**src/rtl/fetch_unit.sv**
```systemverilog
// Instruction-fetch stage: owns the PC and issues synchronous-read requests.
// Returned {pc, inst} pairs are buffered and handed to decode over valid/ready.
module fetch_unit #(
  parameter int               ADDR_W     = 32,
  parameter int               DATA_W     = 32,
  parameter logic [ADDR_W-1:0] RESET_PC  = '0,
  parameter int               FIFO_DEPTH = 4,
  parameter int               INST_BYTES = DATA_W / 8
) (
  input  logic                        clock,
  input  logic                        reset,
  output logic                        imem_en,
  output logic [ADDR_W-1:0]           imem_addr,
  input  logic [DATA_W-1:0]           imem_rdata,
  input  logic                        redirect_valid,
  input  logic [ADDR_W-1:0]           redirect_pc,
  output logic                        inst_valid,
  input  logic                        inst_ready,
  output logic [DATA_W-1:0]           inst_data,
  output logic [ADDR_W-1:0]           inst_pc,
  output logic [$clog2(FIFO_DEPTH):0] fifo_count
);

  localparam int PTR_W = $clog2(FIFO_DEPTH);
  localparam int CNT_W = PTR_W + 1;
  localparam logic [ADDR_W-1:0] STEP       = ADDR_W'(INST_BYTES);
  localparam logic [ADDR_W-1:0] ALIGN_MASK = ~(STEP - ADDR_W'(1));

  logic [ADDR_W-1:0] pc;
  logic [ADDR_W-1:0] issue_pc;
  logic              inflight;
  logic [DATA_W-1:0] data_mem [FIFO_DEPTH];
  logic [ADDR_W-1:0] pc_mem   [FIFO_DEPTH];
  logic [PTR_W-1:0]  wr_ptr;
  logic [PTR_W-1:0]  rd_ptr;
  logic [CNT_W-1:0]  count;
  logic [CNT_W:0]    occupancy;
  logic              push;
  logic              pop;

  // The in-flight read reserves a slot so a response can never meet a full buffer.
  assign occupancy  = {1'b0, count} + (CNT_W + 1)'(inflight);
  assign imem_en    = !reset && !redirect_valid && (occupancy < (CNT_W + 1)'(FIFO_DEPTH));
  assign imem_addr  = pc;
  assign push       = inflight && !redirect_valid && !reset;
  assign inst_valid = (count != '0) && !redirect_valid;
  assign pop        = inst_valid && inst_ready;
  assign inst_data  = data_mem[rd_ptr];
  assign inst_pc    = pc_mem[rd_ptr];
  assign fifo_count = count;

  always_ff @(posedge clock) begin
    if (reset) begin
      pc       <= RESET_PC;
      inflight <= 1'b0;
      wr_ptr   <= '0;
      rd_ptr   <= '0;
      count    <= '0;
    end else if (redirect_valid) begin
      pc       <= redirect_pc & ALIGN_MASK;
      inflight <= 1'b0;
      wr_ptr   <= '0;
      rd_ptr   <= '0;
      count    <= '0;
    end else begin
      inflight <= imem_en;
      if (imem_en) pc <= pc + STEP;
      if (push) wr_ptr <= wr_ptr + PTR_W'(1);
      if (pop) rd_ptr <= rd_ptr + PTR_W'(1);
      case ({push, pop})
        2'b10:   count <= count + CNT_W'(1);
        2'b01:   count <= count - CNT_W'(1);
        default: count <= count;
      endcase
    end
  end

  // Remembers which address the outstanding read belongs to.
  always_ff @(posedge clock) begin
    if (imem_en) issue_pc <= pc;
  end

  always_ff @(posedge clock) begin
    if (push) begin
      data_mem[wr_ptr] <= imem_rdata;
      pc_mem[wr_ptr]   <= issue_pc;
    end
  end

endmodule
```
**config.mk**
```make
export PLATFORM = sky130hd
export DESIGN_NAME = fetch_unit
export DESIGN_NICKNAME = d
export VERILOG_FILES = /design/src/rtl/fetch_unit.sv
export SDC_FILE = /design/constraint.sdc
export NUM_CORES = 1
export LEC_CHECK = 0
export ABC_CLOCK_PERIOD_IN_PS = 3000
export CAP_MARGIN = 25
export CORE_MARGIN = 2
export CORE_UTILIZATION = 35
export DETAILED_ROUTE_END_ITERATION = 16
export PLACE_DENSITY = 0.56
export SETUP_SLACK_MARGIN = 0.1
export SLEW_MARGIN = 10
export SYNTH_ARGS = -nofsm -noshare
export SYNTH_HDL_FRONTEND = slang
export SYNTH_SLANG_ARGS = --single-unit
```
**constraint.sdc**
```tcl
create_clock -name clock -period 3 [get_ports clock]
set_input_delay 0.45 -clock clock [delete_from_list [all_inputs] [get_ports clock]]
set_output_delay 0.45 -clock clock [all_outputs]
set_load 0.005 [all_outputs]
```
==> flow_summary.rst, run 1 <==
.. list-table::
   :header-rows: 1

   * - Metric
     - Value
   * - Leading post-synthesis cells by cell area
     - sky130_fd_sc_hd__edfxtp_1 68%, sky130_fd_sc_hd__mux4_2 11%, sky130_fd_sc_hd__dfxtp_1 6.5%
   * - Number of placed cells counting well taps
     - 1263
   * - HPWL reported at the end of detailed placement
     - 17400 um
   * - Area growth syn-to-layout
     - 28.6%
   * - Number of setup buffers added after CTS
     - 0
   * - Number of routed nets with antenna violations
     - 0
   * - Total CTS buffers
     - 36
   * - Area used by multi-input combinational logic
     - 0.00297 mm2
   * - Maximum ir drop on the vdd rail
     - 0.316 mV
   * - Total number of placement rows
     - 68
   * - Register cell area after layout
     - 0.00916 mm2
   * - Die height
     - 192 um
   * - Clock period minus final worst setup slack
     - 2760 ps
   * - Number of warnings issued by yosys
     - 0
   * - Starting density of the core
     - 35.6%
   * - Synthesized instance count
     - 652
   * - Worst-case reg-to-reg path depth
     - 8
   * - First-pass detailed-route iteration total
     - 4
   * - Synth top area share
     - 67.7%
   * - I/O pin total
     - 169
   * - Post-CTS clock slew at the launch and capture registers of the worst setup and hold paths
     - 60 ps
   * - Buffers added on ports
     - 162
   * - Number of cells traversed by the worst hold path
     - 0
   * - Clock root buffer master
     - sky130_fd_sc_hd__clkbuf_16
   * - Die outline area
     - 0.0367 mm2
   * - Total Neg Setup Slack
     - 0 ps
   * - Standby leakage power
     - 4.95 nW
   * - Fraction of registers with async set or reset after synthesis
     - 0%
   * - Max Freq
     - 363 MHz
   * - Category of the worst setup path capture point
     - output pin
   * - CP Class
     - reg2out
   * - Die X
     - 192 um
   * - Cell area after technology mapping
     - 0.0123 mm2
   * - Critical path peak fanout
     - 45
   * - Post-synth EDFFs
     - 278
   * - Fraction of final layout cells sized beyond drive strength 1
     - 18.7%
   * - Per-cell routed wire length
     - 20.5 um
   * - Overall track demand over capacity in global routing
     - 15.0%
   * - Number of global-route vias before repair
     - 6834
   * - Antenna violations before repair
     - 0
   * - Aggregate routed wire length
     - 27200 um
   * - First-pass GRT wire length
     - 41400 um
   * - Vias post-DR
     - 6633
   * - Required @ worst endpoint
     - 2550 ps
   * - RSZ-0062 raised after global routing
     - false
   * - Depth of the CTS H-tree
     - 2
   * - Filler cell count
     - 2947
   * - Core occupancy in the finished layout
     - 45.8%
   * - Post-route DRC violation count
     - 0
   * - Hold_buf cts
     - 0
   * - Sum of overflow across all layers after global routing
     - 0
   * - Number of different library cells in the post-synthesis netlist
     - 65
   * - Post-route clock period utilization
     - 91.9%
   * - Via/cell ratio
     - 5.00
   * - Buffer depth of the longest clock path
     - 3
   * - Detailed router's first-iteration violation count
     - 385
   * - Share of synthesized area occupied by flip-flops and latches
     - 74.2%
   * - Area of all placed cells without fillers
     - 0.0158 mm2
   * - Post-CTS Resized
     - 0
   * - Flop and latch count out of synthesis
     - 318
   * - Most area-hungry cell type in the Yosys netlist
     - sky130_fd_sc_hd__edfxtp_1
   * - Total count of max-transition violations in the final report
     - 0
   * - Cell with the most instances after synthesis
     - sky130_fd_sc_hd__edfxtp_1
   * - Data arrival time at the worst-slack endpoint
     - 2310 ps
   * - Average footprint of a synthesized cell
     - 18.9 um2
   * - Core Box Area
     - 0.0346 mm2
   * - Setup violation total in the final timing report
     - 0
   * - Number of sinks on the clock net
     - 318
   * - Commonest cells post-synth
     - 278 x sky130_fd_sc_hd__edfxtp_1, 62 x sky130_fd_sc_hd__mux4_2, 40 x sky130_fd_sc_hd__dfxtp_1
   * - Kind of start point of the critical path
     - register
   * - Nets
     - 921
   * - Worst hold path class
     - reg2reg
   * - Max cap viols
     - 0
   * - Routability Congestion
     - 0.767
   * - Latest clock arrival within the worst-skew pair
     - 510 ps
   * - Antenna diode count
     - 0
   * - Clock tree from TritonCTS
     - done
   * - Worst rel slew slack
     - 61.9%
   * - Final cell count without fillers
     - 1327
   * - Run status
     - completed
   * - Commonest register cell after synthesis
     - sky130_fd_sc_hd__edfxtp_1
   * - Maximum number of pins on one net before global-route repair
     - 46
   * - Hold Violations, Final
     - 0
   * - Power density relative to cell area
     - 604 mW/mm2
   * - Transition time at the pin with the least slew margin
     - 571 ps
   * - Placed cell area
     - 0.0147 mm2
   * - Clock Skew
     - 21.9 ps
## critical path: stages, from the launching register on
cell and delay (ps):
sky130_fd_sc_hd__dfxtp_4 350, sky130_fd_sc_hd__buf_12 300, sky130_fd_sc_hd__mux4_2 560, sky130_fd_sc_hd__clkdlybuf4s50_1 520
## layer usage
layer	vias to the layer above	part of all wire, %	routed length [um]	track usage [%]
met5	-	0	0	0
met4	0	1.6	442	3.61
met3	32	6.7	1820	3.47
met2	203	48	13100	24.7
met1	3330	43	11800	20.1
li1	3068	-	-	-
## power by group
part	total (W)	switching (W)	leakage [nW]	internal [W]
Combinational	0.000360	0.000152	1.54	0.000208
Sequential	0.00496	0.0000855	2.86	0.00488
Clock	0.00425	0.00168	0.553	0.00257
## cell usage in the layout, fill, tap and decap left out, drive strengths merged, types with 10 or more instances in the layout
cell,instances
clkinv,12
a311oi,10
buf,25
nand3,15
and3,11
inv,12
nor2,27
nand4,13
clkdlybuf4s50,162
and4,10
clkbuf,46
nand2,26
edfxtp,278
mux4,62
dfxtp,40
## logic make-up after synthesis
| family | Yosys count | share of synthesized area, % |
|---|---|---|
| DFF | 318 | 74.2 |
| and+or+nand+nor | 140 | 6.66 |
| AOI/OAI and AO/OA | 65 | 4.18 |
| muxes | 63 | 11.4 |
| buffers and inverters | 47 | 1.95 |
| xor gates and xnor gates | 11 | 0.782 |
| adders and majority gates | 7 | 0.771 |
| other | 1 | 0.0304 |
## cell type report
class,count,share of cell area (%)
Inverter,13,0.308
Timing Repair Buffer,187,12.3
Multi-Input combinational cell,290,18.7
Tap cell,455,3.59
Clock buffer,46,6.18
Sequential cell,318,57.8
Clock inverter,18,1.11
## flip-flops by register name (all words and copies together), names as in the netlist, named ones only
signal,flops
rd_ptr,2
imem_addr,30
inflight,1
fifo_count,3
pc_mem,120
wr_ptr,2
data_mem,128
issue_pc,30
## final timing paths
check / from / slack (ps) / to
max reg2reg: fifo_count[0]$_SDFFE_PN0P_ / 650 / fifo_count[2]$_SDFFE_PN0P_
max: register / 240 / inst_pc[12]
min reg2reg: issue_pc[5]$_DFFE_PP_ / 490 / pc_mem[1][5]$_DFFE_PP_
min: issue_pc[5]$_DFFE_PP_ / 490 / pc_mem[1][5]$_DFFE_PP_
## stage by stage
stage | worst slack [ps] | hold WS, ps | power, W
finish | 243 | 493 | 0.00957
CTS | 175 | 493 | 0.00970
global route | 142 | 510 | 0.00990
detailed placement | 237 | 480 | 0.00542
global placement | 261 | 477 | 0.00541
floorplan | 529 | 459 | 0.00515
Power figures use the tool's default switching activity.
==> inputs of run 2 (changes only) <==
- ABC_CLOCK_PERIOD_IN_PS: 3000 -> 2900
- clock period: 3 -> 2.9 ns (I/O delays scaled with it)
==> flow_summary.rst, run 2 (synthesized netlist as in run 1, its figures left out) <==
.. list-table::
   :header-rows: 1

   * - Metric
     - Value
   * - Run status
     - completed
   * - Power density relative to cell area
     - 619 mW/mm2 (+2.5%)
   * - Latest clock arrival within the worst-skew pair
     - 510 ps (about the same)
   * - Number of sinks on the clock net
     - 318 (unchanged)
   * - Core occupancy in the finished layout
     - 45.7% (-0.083 points)
   * - Nets
     - 927 (+0.65%)
   * - Number of routed nets with antenna violations
     - 0 (unchanged)
   * - Critical path peak fanout
     - 19 (-58%)
   * - Worst rel slew slack
     - 66.9% (+5.0 points)
   * - Number of placed cells counting well taps
     - 1267 (+0.32%)
   * - Die outline area
     - 0.0367 mm2 (unchanged)
   * - Via/cell ratio
     - 5.13 (+2.6%)
   * - Category of the worst setup path capture point
     - output pin
   * - Place WS
     - 77.9 ps (-159 ps)
   * - Maximum number of pins on one net before global-route repair
     - 38 (-17%)
   * - Final cell count without fillers
     - 1333 (+0.45%)
   * - Vias post-DR
     - 6838 (+3.1%)
   * - Die X
     - 192 um (unchanged)
   * - Routability Congestion
     - 0.765 (-0.14%)
   * - PnR worst setup slack
     - 197 ps (-45.6 ps)
   * - Cell with the largest stage delay on the worst path
     - sky130_fd_sc_hd__mux4_2
   * - Area growth syn-to-layout
     - 28.3%
   * - Max cap viols
     - 0 (unchanged)
   * - Total number of placement rows
     - 68 (unchanged)
   * - Number of global-route vias before repair
     - 7051 (+3.2%)
   * - Total CTS buffers
     - 37 (+2.8%)
   * - Die height
     - 192 um (unchanged)
   * - Post-CTS clock slew at the launch and capture registers of the worst setup and hold paths
     - 60 ps (about the same)
   * - Biggest regs
     - data_mem: 128 flops, pc_mem: 120 flops
   * - Kind of start point of the critical path
     - register
   * - I/O pin total
     - 169 (unchanged)
   * - Most frequent cells in the layout
     - 278 x sky130_fd_sc_hd__edfxtp_1, 162 x sky130_fd_sc_hd__clkdlybuf4s50_1, 62 x sky130_fd_sc_hd__mux4_2
   * - Most flops, register
     - data_mem
   * - Depth of the CTS H-tree
     - 2 (unchanged)
   * - Detailed router's first-iteration violation count
     - 440 (+14%)
   * - First-pass GRT wire length
     - 42800 um (+3.3%)
   * - Total Neg Setup Slack
     - 0 ps (unchanged)
   * - Total chip power
     - 0.00979 W (+2.3%)
   * - Worst path top cell family by delay
     - buffers and inverters
   * - Standby leakage power
     - 4.96 nW (+0.19%)
   * - Data arrival time at the worst-slack endpoint
     - 2270 ps (-40 ps)
   * - First-pass detailed-route iteration total
     - 5 (+1)
   * - Starting density of the core
     - 35.6% (unchanged)
   * - Max Freq
     - 370 MHz
   * - Biggest cell delay along the critical path
     - 590 ps (+30 ps)
   * - Clock Skew
     - 16.0 ps (-5.86 ps)
   * - Buffers added on ports
     - 162 (unchanged)
   * - Post-route DRC violation count
     - 0 (unchanged)
   * - Required @ worst endpoint
     - 2470 ps (-80 ps)
   * - Setup violation total in the final timing report
     - 0 (unchanged)
   * - Antenna violations before repair
     - 0 (unchanged)
   * - Core Box Area
     - 0.0346 mm2 (unchanged)
   * - CP cell instances
     - buf_6, mux4_2, clkdlybuf4s50_1
   * - Aggregate routed wire length
     - 28200 um (+3.7%)
   * - Clock tree from TritonCTS
     - done
   * - Most common library cell in the layout ignoring fill and taps
     - sky130_fd_sc_hd__edfxtp_1
   * - Buffer depth of the longest clock path
     - 3 (unchanged)
   * - Maximum ir drop on the vdd rail
     - 0.342 mV (+8.3%)
   * - Total count of max-transition violations in the final report
     - 0 (unchanged)
   * - HPWL reported at the end of detailed placement
     - 18100 um (+3.8%)
   * - Count of buffering cells on the critical path with inverters included
     - 2 (unchanged)
   * - Fraction of final layout cells sized beyond drive strength 1
     - 18.3% (-0.36 points)
   * - Per-cell routed wire length
     - 21.2 um (+3.2%)
   * - RSZ-0062 raised after global routing
     - false
   * - Hold Violations, Final
     - 0 (unchanged)
   * - Transition time at the pin with the least slew margin
     - 492 ps (-78.9 ps)
   * - Worst hold path class
     - reg2reg
   * - Hold_buf cts
     - 0 (unchanged)
   * - Number of flip-flops under the largest register name
     - 128 (unchanged)
   * - CP Class
     - reg2out
   * - Sum of overflow across all layers after global routing
     - 0 (unchanged)
   * - Clock period minus final worst setup slack
     - 2700 ps
   * - Overall track demand over capacity in global routing
     - 15.4% (+0.43 points)
   * - Clock root buffer master
     - sky130_fd_sc_hd__clkbuf_16
   * - Antenna diode count
     - 0 (unchanged)
   * - Post-route clock period utilization
     - 93.2%
-- run 2: cell types whose count changed in the layout (fill, tap and decap cells not counted), moves of 2 or more --
cell,change
sky130_fd_sc_hd__clkinv_4,-2
sky130_fd_sc_hd__bufinv_16,-2
sky130_fd_sc_hd__buf_4,+6
sky130_fd_sc_hd__clkinvlp_4,-4
sky130_fd_sc_hd__clkbuf_1,+9
sky130_fd_sc_hd__clkbuf_16,+2
sky130_fd_sc_hd__buf_12,-4
sky130_fd_sc_hd__clkbuf_8,-2
-- run 2: layout make-up --
cell class	instances	area (um2)
flip-flops and latches	318	9160
well taps	455	569
fillers	2974	18800
repair buffers	192	1970
clock buffers	55	1040
multi-input cells	290	2970
clock inverters	10	72.6
inverters	13	48.8
-- run 2: power breakdown --
group	internal, W	total (W)	switching, W
combinational	0.000214	0.000374	0.000160
clock	0.00255	0.00428	0.00173
sequential	0.00505	0.00513	0.0000890
-- run 2: through the flow --
step	hold slack (ps)	cell area (um2)
after floorplan	459	12300
after detailed placement	482	14700
after CTS	484	15800
after global placement	477	14700
final	496	15800
after global routing	487	15800
-- run 2: routing by layer --
| layer | GRT usage (%) | up-vias | part of all wire (%) | wire length (um) |
|---|---|---|---|---|
| met5 | 0 | - | 0 | 0 |
| met4 | 3.70 | 0 | 1.7 | 486 |
| met3 | 3.31 | 40 | 6.2 | 1760 |
| met2 | 24.9 | 219 | 48 | 13500 |
| met1 | 21.4 | 3495 | 44 | 12500 |
| li1 | - | 3084 | - | - |
-- run 2: repair_timing --
| item | in CTS | in global routing |
|---|---|---|
| resized for setup | 2 | 1 |
| setup endpoints to repair | 18 | 2 |
| hold endpoints to repair | 0 | 0 |
| setup buffers | 0 | 1 |
-- run 2: path summary, 6_finish.rpt --
| path | start | endpoint | slack (ps) | depth (start not counted) |
|---|---|---|---|---|
| setup / recovery | register | inst_pc[7] | 200 | 3 |
| hold / removal | issue_pc[3]$_DFFE_PP_ | pc_mem[2][3]$_DFFE_PP_ | 500 | 0 |
| setup reg to reg | fifo_count[0]$_SDFFE_PN0P_ | fifo_count[2]$_SDFFE_PN0P_ | 470 | 8 |
| hold reg to reg | issue_pc[3]$_DFFE_PP_ | pc_mem[2][3]$_DFFE_PP_ | 500 | 0 |
==> inputs of run 3 (changes only) <==
- CAP_MARGIN: 25 -> default
==> results of run 3 <==
No change in the layout: final DEF, timing and power equal those of run 2.
